<file path="config.mk">
export PLATFORM = sky130hd
export DESIGN_NAME = axi4_lite_regbank
export DESIGN_NICKNAME = d
export VERILOG_FILES = /design/src/rtl/axi4_lite_pkg.sv /design/src/rtl/axi4_lite_addr_decode.sv /design/src/rtl/axi4_lite_regbank.sv
export SDC_FILE = /design/constraint.sdc
export NUM_CORES = 1
export LEC_CHECK = 0
export ABC_AREA = 0
export CAP_MARGIN = 10
export CORE_MARGIN = 3
export CORE_UTILIZATION = 46
export CTS_BUF_LIST = sky130_fd_sc_hd__clkbuf_4 sky130_fd_sc_hd__clkbuf_8
export DETAILED_ROUTE_END_ITERATION = 12
export PLACE_DENSITY = 0.79
export SKIP_CTS_REPAIR_TIMING = 1
export SYNTH_ARGS = -nofsm -noshare
export SYNTH_HDL_FRONTEND = slang
export SYNTH_SLANG_ARGS = --single-unit
</file>
<file path="constraint.sdc">
create_clock -name aclk -period 5.09 [get_ports aclk]
set_clock_uncertainty 0.2 [all_clocks]
set_input_delay 1.018 -clock aclk [delete_from_list [all_inputs] [get_ports aclk]]
set_output_delay 1.018 -clock aclk [all_outputs]
set_load 0.1 [all_outputs]
</file>
<file path="src/rtl/axi4_lite_pkg.sv">
// Shared types for the AXI4-Lite register bank: response codes and FSM state encodings.
package axi4_lite_pkg;

  typedef enum logic [1:0] {
    OKAY   = 2'b00,
    EXOKAY = 2'b01,
    SLVERR = 2'b10,
    DECERR = 2'b11
  } resp_t;

  typedef enum logic [1:0] {
    W_IDLE,
    W_HAVE_ADDR,
    W_HAVE_DATA,
    W_RESP
  } wstate_t;

  typedef enum logic {
    R_IDLE,
    R_RESP
  } rstate_t;

  // Accesses outside the register window are answered with SLVERR.
  function automatic resp_t range_resp(input logic in_range);
    return in_range ? OKAY : SLVERR;
  endfunction

endpackage

</file>
<file path="src/rtl/axi4_lite_addr_decode.sv">
// Splits a byte address into a register index and an in-range flag.
module axi4_lite_addr_decode
  import axi4_lite_pkg::*;
#(
  parameter int unsigned ADDR_WIDTH = 32,
  parameter int unsigned DATA_WIDTH = 32,
  parameter int unsigned NUM_REGS   = 8
) (
  input  logic [ADDR_WIDTH-1:0]       i_addr,
  output logic [$clog2(NUM_REGS)-1:0] o_idx_c,
  output logic                        o_in_range_c
);

  localparam int unsigned OFF_W  = $clog2(DATA_WIDTH / 8);
  localparam int unsigned IDX_W  = $clog2(NUM_REGS);
  localparam int unsigned HI_LSB = OFF_W + IDX_W;

  // Byte-offset bits never select anything; they are folded away here.
  logic w_unused_off;
  assign w_unused_off = ^i_addr[OFF_W-1:0];

  assign o_idx_c      = i_addr[HI_LSB-1:OFF_W];
  assign o_in_range_c = (i_addr[ADDR_WIDTH-1:HI_LSB] == '0);

endmodule

</file>
<file path="src/rtl/axi4_lite_regbank.sv">
// AXI4-Lite slave register bank with independent write/read FSMs.
// Optional AXI4L_WSTRB_EN adds s_axi_wstrb byte-lane write enables.
module axi4_lite_regbank
  import axi4_lite_pkg::*;
#(
  parameter int unsigned DATA_WIDTH = 32,
  parameter int unsigned ADDR_WIDTH = 32,
  parameter int unsigned NUM_REGS   = 8
) (
  input  logic                           aclk,
  input  logic                           aresetn,
  input  logic [ADDR_WIDTH-1:0]          s_axi_awaddr,
  input  logic                           s_axi_awvalid,
  output logic                           s_axi_awready,
  input  logic [DATA_WIDTH-1:0]          s_axi_wdata,
`ifdef AXI4L_WSTRB_EN
  input  logic [DATA_WIDTH/8-1:0]        s_axi_wstrb,
`endif
  input  logic                           s_axi_wvalid,
  output logic                           s_axi_wready,
  output logic [1:0]                     s_axi_bresp,
  output logic                           s_axi_bvalid,
  input  logic                           s_axi_bready,
  input  logic [ADDR_WIDTH-1:0]          s_axi_araddr,
  input  logic                           s_axi_arvalid,
  output logic                           s_axi_arready,
  output logic [DATA_WIDTH-1:0]          s_axi_rdata,
  output logic [1:0]                     s_axi_rresp,
  output logic                           s_axi_rvalid,
  input  logic                           s_axi_rready,
  output logic [NUM_REGS*DATA_WIDTH-1:0] reg_out
);

  localparam int unsigned IDX_W  = $clog2(NUM_REGS);
  localparam int unsigned STRB_W = DATA_WIDTH / 8;

  logic [DATA_WIDTH-1:0] r_regs [NUM_REGS];

  wstate_t               r_wstate;
  logic                  r_awready;
  logic                  r_wready;
  logic                  r_bvalid;
  resp_t                 r_bresp;
  logic [IDX_W-1:0]      r_aw_idx;
  logic                  r_aw_ok;
  logic [DATA_WIDTH-1:0] r_wdata;
  logic [STRB_W-1:0]     r_wstrb;

  rstate_t               r_rstate;
  logic                  r_arready;
  logic                  r_rvalid;
  resp_t                 r_rresp;
  logic [DATA_WIDTH-1:0] r_rdata;

  logic [IDX_W-1:0]      w_aw_idx;
  logic                  w_aw_ok;
  logic [IDX_W-1:0]      w_ar_idx;
  logic                  w_ar_ok;
  logic                  w_aw_hs;
  logic                  w_w_hs;
  logic                  w_ar_hs;
  logic                  w_wr_fire;
  logic [IDX_W-1:0]      w_wr_idx;
  logic                  w_wr_ok;
  logic [DATA_WIDTH-1:0] w_wr_data;
  logic [STRB_W-1:0]     w_wr_strb;
  logic [STRB_W-1:0]     w_in_strb;

`ifdef AXI4L_WSTRB_EN
  assign w_in_strb = s_axi_wstrb;
`else
  assign w_in_strb = '1;
`endif

  axi4_lite_addr_decode #(
    .ADDR_WIDTH(ADDR_WIDTH), .DATA_WIDTH(DATA_WIDTH), .NUM_REGS(NUM_REGS)
  ) u_aw_decode (
    .i_addr(s_axi_awaddr), .o_idx_c(w_aw_idx), .o_in_range_c(w_aw_ok)
  );

  axi4_lite_addr_decode #(
    .ADDR_WIDTH(ADDR_WIDTH), .DATA_WIDTH(DATA_WIDTH), .NUM_REGS(NUM_REGS)
  ) u_ar_decode (
    .i_addr(s_axi_araddr), .o_idx_c(w_ar_idx), .o_in_range_c(w_ar_ok)
  );

  assign w_aw_hs = s_axi_awvalid & r_awready;
  assign w_w_hs  = s_axi_wvalid  & r_wready;
  assign w_ar_hs = s_axi_arvalid & r_arready;

  // Write commits on the edge where the second of AW/W is accepted; held halves come from r_*.
  assign w_wr_fire = ((r_wstate == W_IDLE)      && w_aw_hs && w_w_hs) ||
                     ((r_wstate == W_HAVE_ADDR) && w_w_hs) ||
                     ((r_wstate == W_HAVE_DATA) && w_aw_hs);
  assign w_wr_idx  = (r_wstate == W_HAVE_ADDR) ? r_aw_idx : w_aw_idx;
  assign w_wr_ok   = (r_wstate == W_HAVE_ADDR) ? r_aw_ok  : w_aw_ok;
  assign w_wr_data = (r_wstate == W_HAVE_DATA) ? r_wdata  : s_axi_wdata;
  assign w_wr_strb = (r_wstate == W_HAVE_DATA) ? r_wstrb  : w_in_strb;

  // Write channel FSM
  always_ff @(posedge aclk) begin
    if (!aresetn) begin
      r_wstate  <= W_IDLE;
      r_awready <= 1'b0;
      r_wready  <= 1'b0;
      r_bvalid  <= 1'b0;
      r_bresp   <= OKAY;
      r_aw_idx  <= '0;
      r_aw_ok   <= 1'b0;
      r_wdata   <= '0;
      r_wstrb   <= '0;
    end else begin
      case (r_wstate)
        W_IDLE: begin
          r_awready <= 1'b1;
          r_wready  <= 1'b1;
          if (w_wr_fire) begin
            r_wstate  <= W_RESP;
            r_awready <= 1'b0;
            r_wready  <= 1'b0;
            r_bvalid  <= 1'b1;
            r_bresp   <= range_resp(w_wr_ok);
          end else if (w_aw_hs) begin
            r_wstate  <= W_HAVE_ADDR;
            r_aw_idx  <= w_aw_idx;
            r_aw_ok   <= w_aw_ok;
            r_awready <= 1'b0;
          end else if (w_w_hs) begin
            r_wstate <= W_HAVE_DATA;
            r_wdata  <= s_axi_wdata;
            r_wstrb  <= w_in_strb;
            r_wready <= 1'b0;
          end
        end
        W_HAVE_ADDR, W_HAVE_DATA: begin
          if (w_wr_fire) begin
            r_wstate  <= W_RESP;
            r_awready <= 1'b0;
            r_wready  <= 1'b0;
            r_bvalid  <= 1'b1;
            r_bresp   <= range_resp(w_wr_ok);
          end
        end
        W_RESP: begin
          if (s_axi_bready) begin
            r_wstate  <= W_IDLE;
            r_bvalid  <= 1'b0;
            r_awready <= 1'b1;
            r_wready  <= 1'b1;
          end
        end
        default: r_wstate <= W_IDLE;
      endcase
    end
  end

  // Register storage with byte-lane enables
  always_ff @(posedge aclk) begin
    if (!aresetn) begin
      for (int i = 0; i < int'(NUM_REGS); i++) r_regs[i] <= '0;
    end else if (w_wr_fire && w_wr_ok) begin
      for (int b = 0; b < int'(STRB_W); b++) begin
        if (w_wr_strb[b]) r_regs[w_wr_idx][8*b +: 8] <= w_wr_data[8*b +: 8];
      end
    end
  end

  // Read channel FSM; r_regs is sampled before any same-edge write lands
  always_ff @(posedge aclk) begin
    if (!aresetn) begin
      r_rstate  <= R_IDLE;
      r_arready <= 1'b0;
      r_rvalid  <= 1'b0;
      r_rresp   <= OKAY;
      r_rdata   <= '0;
    end else begin
      case (r_rstate)
        R_IDLE: begin
          r_arready <= 1'b1;
          if (w_ar_hs) begin
            r_rstate  <= R_RESP;
            r_arready <= 1'b0;
            r_rvalid  <= 1'b1;
            r_rdata   <= w_ar_ok ? r_regs[w_ar_idx] : '0;
            r_rresp   <= range_resp(w_ar_ok);
          end
        end
        R_RESP: begin
          if (s_axi_rready) begin
            r_rstate  <= R_IDLE;
            r_rvalid  <= 1'b0;
            r_arready <= 1'b1;
          end
        end
        default: r_rstate <= R_IDLE;
      endcase
    end
  end

  for (genvar k = 0; k < int'(NUM_REGS); k++) begin : g_reg_out
    assign reg_out[k*DATA_WIDTH +: DATA_WIDTH] = r_regs[k];
  end

  assign s_axi_awready = r_awready;
  assign s_axi_wready  = r_wready;
  assign s_axi_bvalid  = r_bvalid;
  assign s_axi_bresp   = r_bresp;
  assign s_axi_arready = r_arready;
  assign s_axi_rvalid  = r_rvalid;
  assign s_axi_rresp   = r_rresp;
  assign s_axi_rdata   = r_rdata;

endmodule

</file>
==> results.py <==
metrics = {
    "outcome": {
        "status": "completed",
    },
    "global_route": {
        "grt_max_degree": 142,
        "grt_use_total_pct": 28.5,
        "antenna_found_initial": 2,
        "grtUsageMet1_pct": 35.2,
        "grt_pass1_vias": 12200,
        "met3_usage_pct": 6.41,
        "overflow": 0,
        "top_usage_layer": "met2",
        "grt_use_met2_pct": 49.7,
        "grt_pass1_wl_mm": 76.3,
    },
    "finish": {
        "final_cell_mix": "clkdlybuf4s50_1 (390), edfxtp_1 (256), nor3_1 (224), nand2_1 (102), dfxtp_1 (79)",
        "nNetsFinal": 1625,
        "layout-drive-gt1-share_pct": 14.4,
        "final_common_cell": "clkdlybuf4s50_1",
        "areaGrowthSynthToFinish_pct": 36.6,
    },
    "drt": {
        "routed_wl_mm": 51.5,
        "vias": 12100,
        "via_per_inst": 6.03,
        "first_pass_iters": 6,
        "ant_nets": 0,
        "avgRoutedWirePerCell_um": 25.7,
        "drtIter0Drc": 1117,
        "drc": 0,
    },
    "cts": {
        "path_clk_slew_ps": 60,
        "cts-buffers-inserted": 56,
        "cts_buffer_depth": 3,
        "clk_latency_ps": 590,
        "numClockSinks": 335,
        "cts-htree-levels": 2,
        "cts_tree": "yes",
        "cts-root-buf": "clkbuf_8",
    },
    "yosys": {
        "syn_area_um2": 15100,
        "async_flop_share_pct": 0,
        "ys_ff_latch": 335,
        "synth_cell_types": 59,
        "synth-seq-area-share_pct": 61.4,
        "synthCells": 1141,
        "ys.flop_type": "edfxtp_1",
        "synth_edf_count": 256,
        "syn-mean-instance-area_um2": 13.2,
        "ys_warn_count": 0,
    },
    "floorplan": {
        "boundaryPins": 400,
        "fp.dieArea_um2": 35000,
        "die_y_um": 187,
        "rows": 65,
        "die_w_um": 187,
        "core_um2": 32000,
        "initial_core_util_pct": 47.2,
    },
    "worst_setup_path": {
        "regToRegEndpoint": "r_regs[1][15]$_SDFFCE_PN0P_",
        "ff2ff_setup_slack_ps": 1540,
        "path_max_fanout": 33,
        "slowest_delay_ps": 810,
        "cpMaxStageDelayCell": "mux2i_4",
        "reg2reg_from": "r_wstate[1]$_SDFFE_PN0P_",
        "critPathKind": "reg2reg",
        "arrival_ps": 3560,
        "worstPathRequired_ps": 5100,
        "crit_chain": "inv_1 -> ha_1 -> mux2i_4 -> nand3_2 -> buf_4 -> o21ai_4 -> buf_4",
        "worstRegToRegCells": 7,
        "end_kind": "register",
        "start_kind": "register",
        "cp_common_cell": "buf_4",
    },
    "sta": {
        "hold_viol_final": 0,
        "fmax_mhz": 282,
        "hold_ws_ps": 248,
        "slew_headroom_pct": 24.7,
        "rsz0062_at_grt": "no",
        "fin_crit_sh_pct": 69.7,
        "tightestPinTransition_ps": 1130,
        "fin_ws_ps": 1540,
        "final.setup.tns_ps": 0,
        "min_period_ps": 3550,
        "slew_violations": 0,
        "setup_viol": 0,
    },
    "flow_run": {
        "drv_cap": 0,
    },
    "power_and_ir_drop": {
        "power_density_nw_per_um2": 372,
        "p_total_mw": 7.67,
        "leakage_nw": 6.72,
        "vdd_drop_max_uv": 300,
    },
    "hold_path": {
        "min_path_type": "reg2reg",
        "hold_end": "s_axi_rdata[5]$_SDFFE_PN0P_",
        "hold_start": "s_axi_rdata[5]$_SDFFE_PN0P_",
        "hold_depth": 2,
    },
    "place": {
        "portBuffers": 393,
        "gp_congestion": 0.824,
        "dp_hpwl_mm": 33.9,
        "post-place-ws_ps": 1100,
    },
}
synthesized netlist by cell type (2+ instances only):
cell | n | area [µm²]
ha_1 | 5 | 62.6
o21ai_0 | 13 | 65.1
mux4_2 | 64 | 1440
edfxtp_1 | 256 | 7690
nand3_2 | 5 | 50.1
nor3_1 | 224 | 1120
nor3_2 | 3 | 30.0
a31oi_1 | 2 | 12.5
mux2i_1 | 66 | 661
and4_1 | 2 | 17.5
a21oi_1 | 70 | 350
buf_2 | 38 | 190
nor2_1 | 8 | 30.0
buf_1 | 5 | 18.8
and3_1 | 2 | 12.5
nand2_2 | 2 | 12.5
clkbuf_1 | 40 | 150
buf_4 | 4 | 30.0
nand4_1 | 4 | 25.0
nand3_1 | 9 | 45.0
nand3_4 | 2 | 35.0
nor4_1 | 44 | 275
buf_6 | 19 | 214
nand2_1 | 102 | 383
dfxtp_1 | 79 | 1580
inv_1 | 4 | 15.0
mux2i_4 | 2 | 45.0
clkbuf_2 | 2 | 10.0
nor4b_4 | 2 | 47.6
nand2b_1 | 3 | 18.8
or3_1 | 32 | 200
worst max-delay path: cells and delay by family (launching register included):
family          cells  cell delay, ps
flops               1             340
fa+ha+maj           1             530
simple gates        1             120
compound gates      1             170
mux                 1             810
buf+inv             3             970
per-layer routing:
layer  part of all wire (%)  vias up
met5                  0.039        -
met4                    3.5        2
met2                     50      809
met3                     10      133
li1                       -     5193
met1                     36     5921
area by class of cell:
class                      count  area, µm²
clock buffer                  77        991
inverter                       4       16.3
clock inverter                29        239
fill                        2409      11300
tap                          435        544
sequential                   335       9270
multi-input combinational    695       5320
timing repair buffer         425       4240
antenna                        1       2.50
logic make-up (layout without fill, tap and decap cells):
kind of cell    Yosys count  in the layout  share of synthesized area (%)
compound gates          101            101                           3.80
flops                   335            335                           61.4
simple gates            453            453                           15.8
other cells               1              3                         0.0248
fa+ha+maj                 5              5                          0.414
buf+inv                 112            535                           4.16
mux                     134            134                           14.4
flip-flops by register name, indices dropped and copies added (netlist names):
register / count
r_rstate: 1
r_wdata: 32
r_aw_ok: 1
s_axi_awready: 1
r_aw_idx: 3
r_wstate: 2
s_axi_rresp: 1
s_axi_bvalid: 1
s_axi_bresp: 1
r_wstrb: 1
s_axi_wready: 1
s_axi_rvalid: 1
r_regs: 256
s_axi_rdata: 32
s_axi_arready: 1
per-stage QoR:
| stage | utilization, % | std cells | cell area (µm²) |
|---|---|---|---|
| CTS | 64.5 | 2000 | 20600 |
| global placement | 60.7 | 1894 | 19400 |
| detailed placement | 60.7 | 1894 | 19400 |
| finish | 64.5 | 2001 | 20600 |
| global route | 64.5 | 2001 | 20600 |
| floorplan | - | 1142 | 15100 |
where the power goes:
part           switching, mW  internal, mW  leakage (nW)
Combinational           1.40         0.534          2.81
Clock                   1.10          1.47         0.644
Sequential            0.0986          3.07          3.27
Total                   2.60          5.07          6.72
worst max path at each step:
stage | startpoint | to | slack (ps) | depth (start not counted)
6_report | r_wstate[1]$_SDFFE_PN0P_ | r_regs[1][15]$_SDFFCE_PN0P_ | 1540 | 7
5_1_grt | r_wstate[1]$_SDFFE_PN0P_ | r_regs[1][0]$_SDFFCE_PN0P_ | 1400 | 7
4_1_cts | r_wstate[1]$_SDFFE_PN0P_ | r_regs[0][5]$_SDFFCE_PN0P_ | 1560 | 6
3_5_place_dp | s_axi_awaddr[5] | r_regs[0][1]$_SDFFCE_PN0P_ | 1100 | 6
3_3_place_gp | s_axi_awaddr[5] | r_regs[0][1]$_SDFFCE_PN0P_ | 1120 | 6
2_1_floorplan | s_axi_wready$_SDFFE_PN0P_ | r_regs[1][0]$_SDFFCE_PN0P_ | 80 | 5
(Power assumes the default switching activity.)
==> patch (config.mk and constraints unchanged) <==
`ADDR_WIDTH` is set to 32 in 2 places; all go to 40.
--- a/src/rtl/axi4_lite_addr_decode.sv
+++ b/src/rtl/axi4_lite_addr_decode.sv
@@ -4,3 +4,3 @@
 #(
-  parameter int unsigned ADDR_WIDTH = 32,
+  parameter int unsigned ADDR_WIDTH = 40,
   parameter int unsigned DATA_WIDTH = 32,
--- a/src/rtl/axi4_lite_regbank.sv
+++ b/src/rtl/axi4_lite_regbank.sv
@@ -6,3 +6,3 @@
   parameter int unsigned DATA_WIDTH = 32,
-  parameter int unsigned ADDR_WIDTH = 32,
+  parameter int unsigned ADDR_WIDTH = 40,
   parameter int unsigned NUM_REGS   = 8
Interface: changed (resized s_axi_araddr and s_axi_awaddr); port bits go from 400 to 416. The function was not compared with the original's and may differ.
==> patch against the unedited design <==
Total power increased by 7.9%. Wire length increased by 10%. Sequential cell count unchanged. Design area increased by 8.5%. Synthesized cell count increased by 17%. Fmax decreased by 5.7%. Utilization decreased by 1.7 points. Area after synthesis increased by 10%. Worst setup slack got worse by 0.21 ns.
==> patch: results (changes against the unedited design) <==
Largest net degree at the start of global routing = 164 (+15%)
WL/cell = 25.7 um (-0.28%)
Synth top cells by count = edfxtp_1, nand2_1, nor4_2, nor3_1, dfxtp_1
Worst path slowest cell = ha_1
Run status = complete, no violations
Max_slew headroom = 24.1% (-0.64 points)
Max incr delay on CP = 0.63 ns (-0.18 ns)
Hold_ws = 0.251 ns (+0.00316 ns)
WP data arrival = 3.78 ns (+0.22 ns)
Post-Syn Instances = 1337 (+17%)
Final-stage net count = 1824 (+12%)
Worst R2R End = r_regs[0][23]
Layout cells sized above 1 = 21.5% (+7.0 points)
Area of placed instances = 0.0211 mm^2 (+9.0%)
Leak = 7.09 nW (+5.6%)
Vias in the first global route = 12900 (+5.4%)
Vias/cell = 5.98 (-0.83%)
Maximum VDD drop = 0.241 mV (-20%)
Drt first pass iters = 5 (-1)
Post-Layout Cell Count = 2209 (+10%)
Gpl congestion = 0.969 (+18%)
Top cells by area in the synthesized netlist = edfxtp_1, dfxtp_1, nor4_2
Hold Path End = s_axi_rdata[0]
First-pass GRT wire length = 83.4 mm (+9.4%)
Total track usage = 28.5% (about the same)
Crit path max fanout = 32 (-3.0%)
Count of buffers from port buffering = 409 (+4.1%)
Seq/Total Area, Yosys = 55.7% (-5.7 points)
Hold Crit Start = s_axi_rdata[0]
Net Sw Frac = 37.0% (+3.1 points)
R2r setup slk = 1.33 ns (-0.21 ns)
Worst-case reg-to-reg path depth = 8 (+1)
Initial antenna violation count = 0 (-2)
ANT cells = 0 (-1)
==> patch: worst max path at each step <==
stage / slack [ns] / end / depth (start not counted)
after floorplan: -1.03 / r_regs[1][0] / 5
after global placement: 0.89 / r_regs[2][22] / 7
after detailed placement: 0.82 / r_regs[2][22] / 7
after CTS: 1.36 / r_regs[2][31] / 8
after global routing: 1.09 / r_regs[0][23] / 8
final: 1.33 / r_regs[0][23] / 8
==> patch: area by class of cell <==
| type | instances | area [um^2] |
|---|---|---|
| clock buffer | 86 | 1070 |
| clock inverter | 20 | 169 |
| fill | 2743 | 13300 |
| inverter | 5 | 18.8 |
| multi-input combinational | 857 | 6850 |
| sequential | 335 | 9270 |
| tap | 461 | 577 |
| timing repair buffer | 445 | 4430 |
==> patch: tightest hold or removal path: cells and delay by family (launching register included) <==
kind               cells  cell delay, ns
and+or+nand+nor        1            0.05
AOI/OAI and AO/OA      1            0.05
DFF                    1            0.32
==> patch: cell families (layout without fill, tap and decap cells) <==
kind of cell | Yosys count | after routing | synth area share [%]
AND/OR/NAND/NOR | 615 | 615 | 23.3
flip-flops | 335 | 335 | 55.7
buffers and inverters | 146 | 556 | 4.04
multiplexers | 135 | 135 | 13.0
AO/OA/AOI/OAI | 100 | 100 | 3.60
adder cells (fa/ha/maj) | 5 | 5 | 0.376
other | 1 | 2 | 0.0225
==> patch: power groups by stage <==
stage	clock (mW)	combinational [mW]	sequential [mW]
after floorplan	0	1.11	3.83
after global placement	0	2.44	3.21
after detailed placement	0	2.48	3.22
after CTS	2.62	2.49	3.16
after global routing	2.74	2.62	3.18
final	2.61	2.51	3.16
==> patch: routing by layer <==
metal  track usage (%)  share of wire (%)  vias to the layer above
li1                  -                  -                     5805
met1              38.1                 39                     6536
met2              46.0                 48                      752
met3              6.99                9.9                      108
met4              9.74                3.0                        0
met5                 0                  0                        -
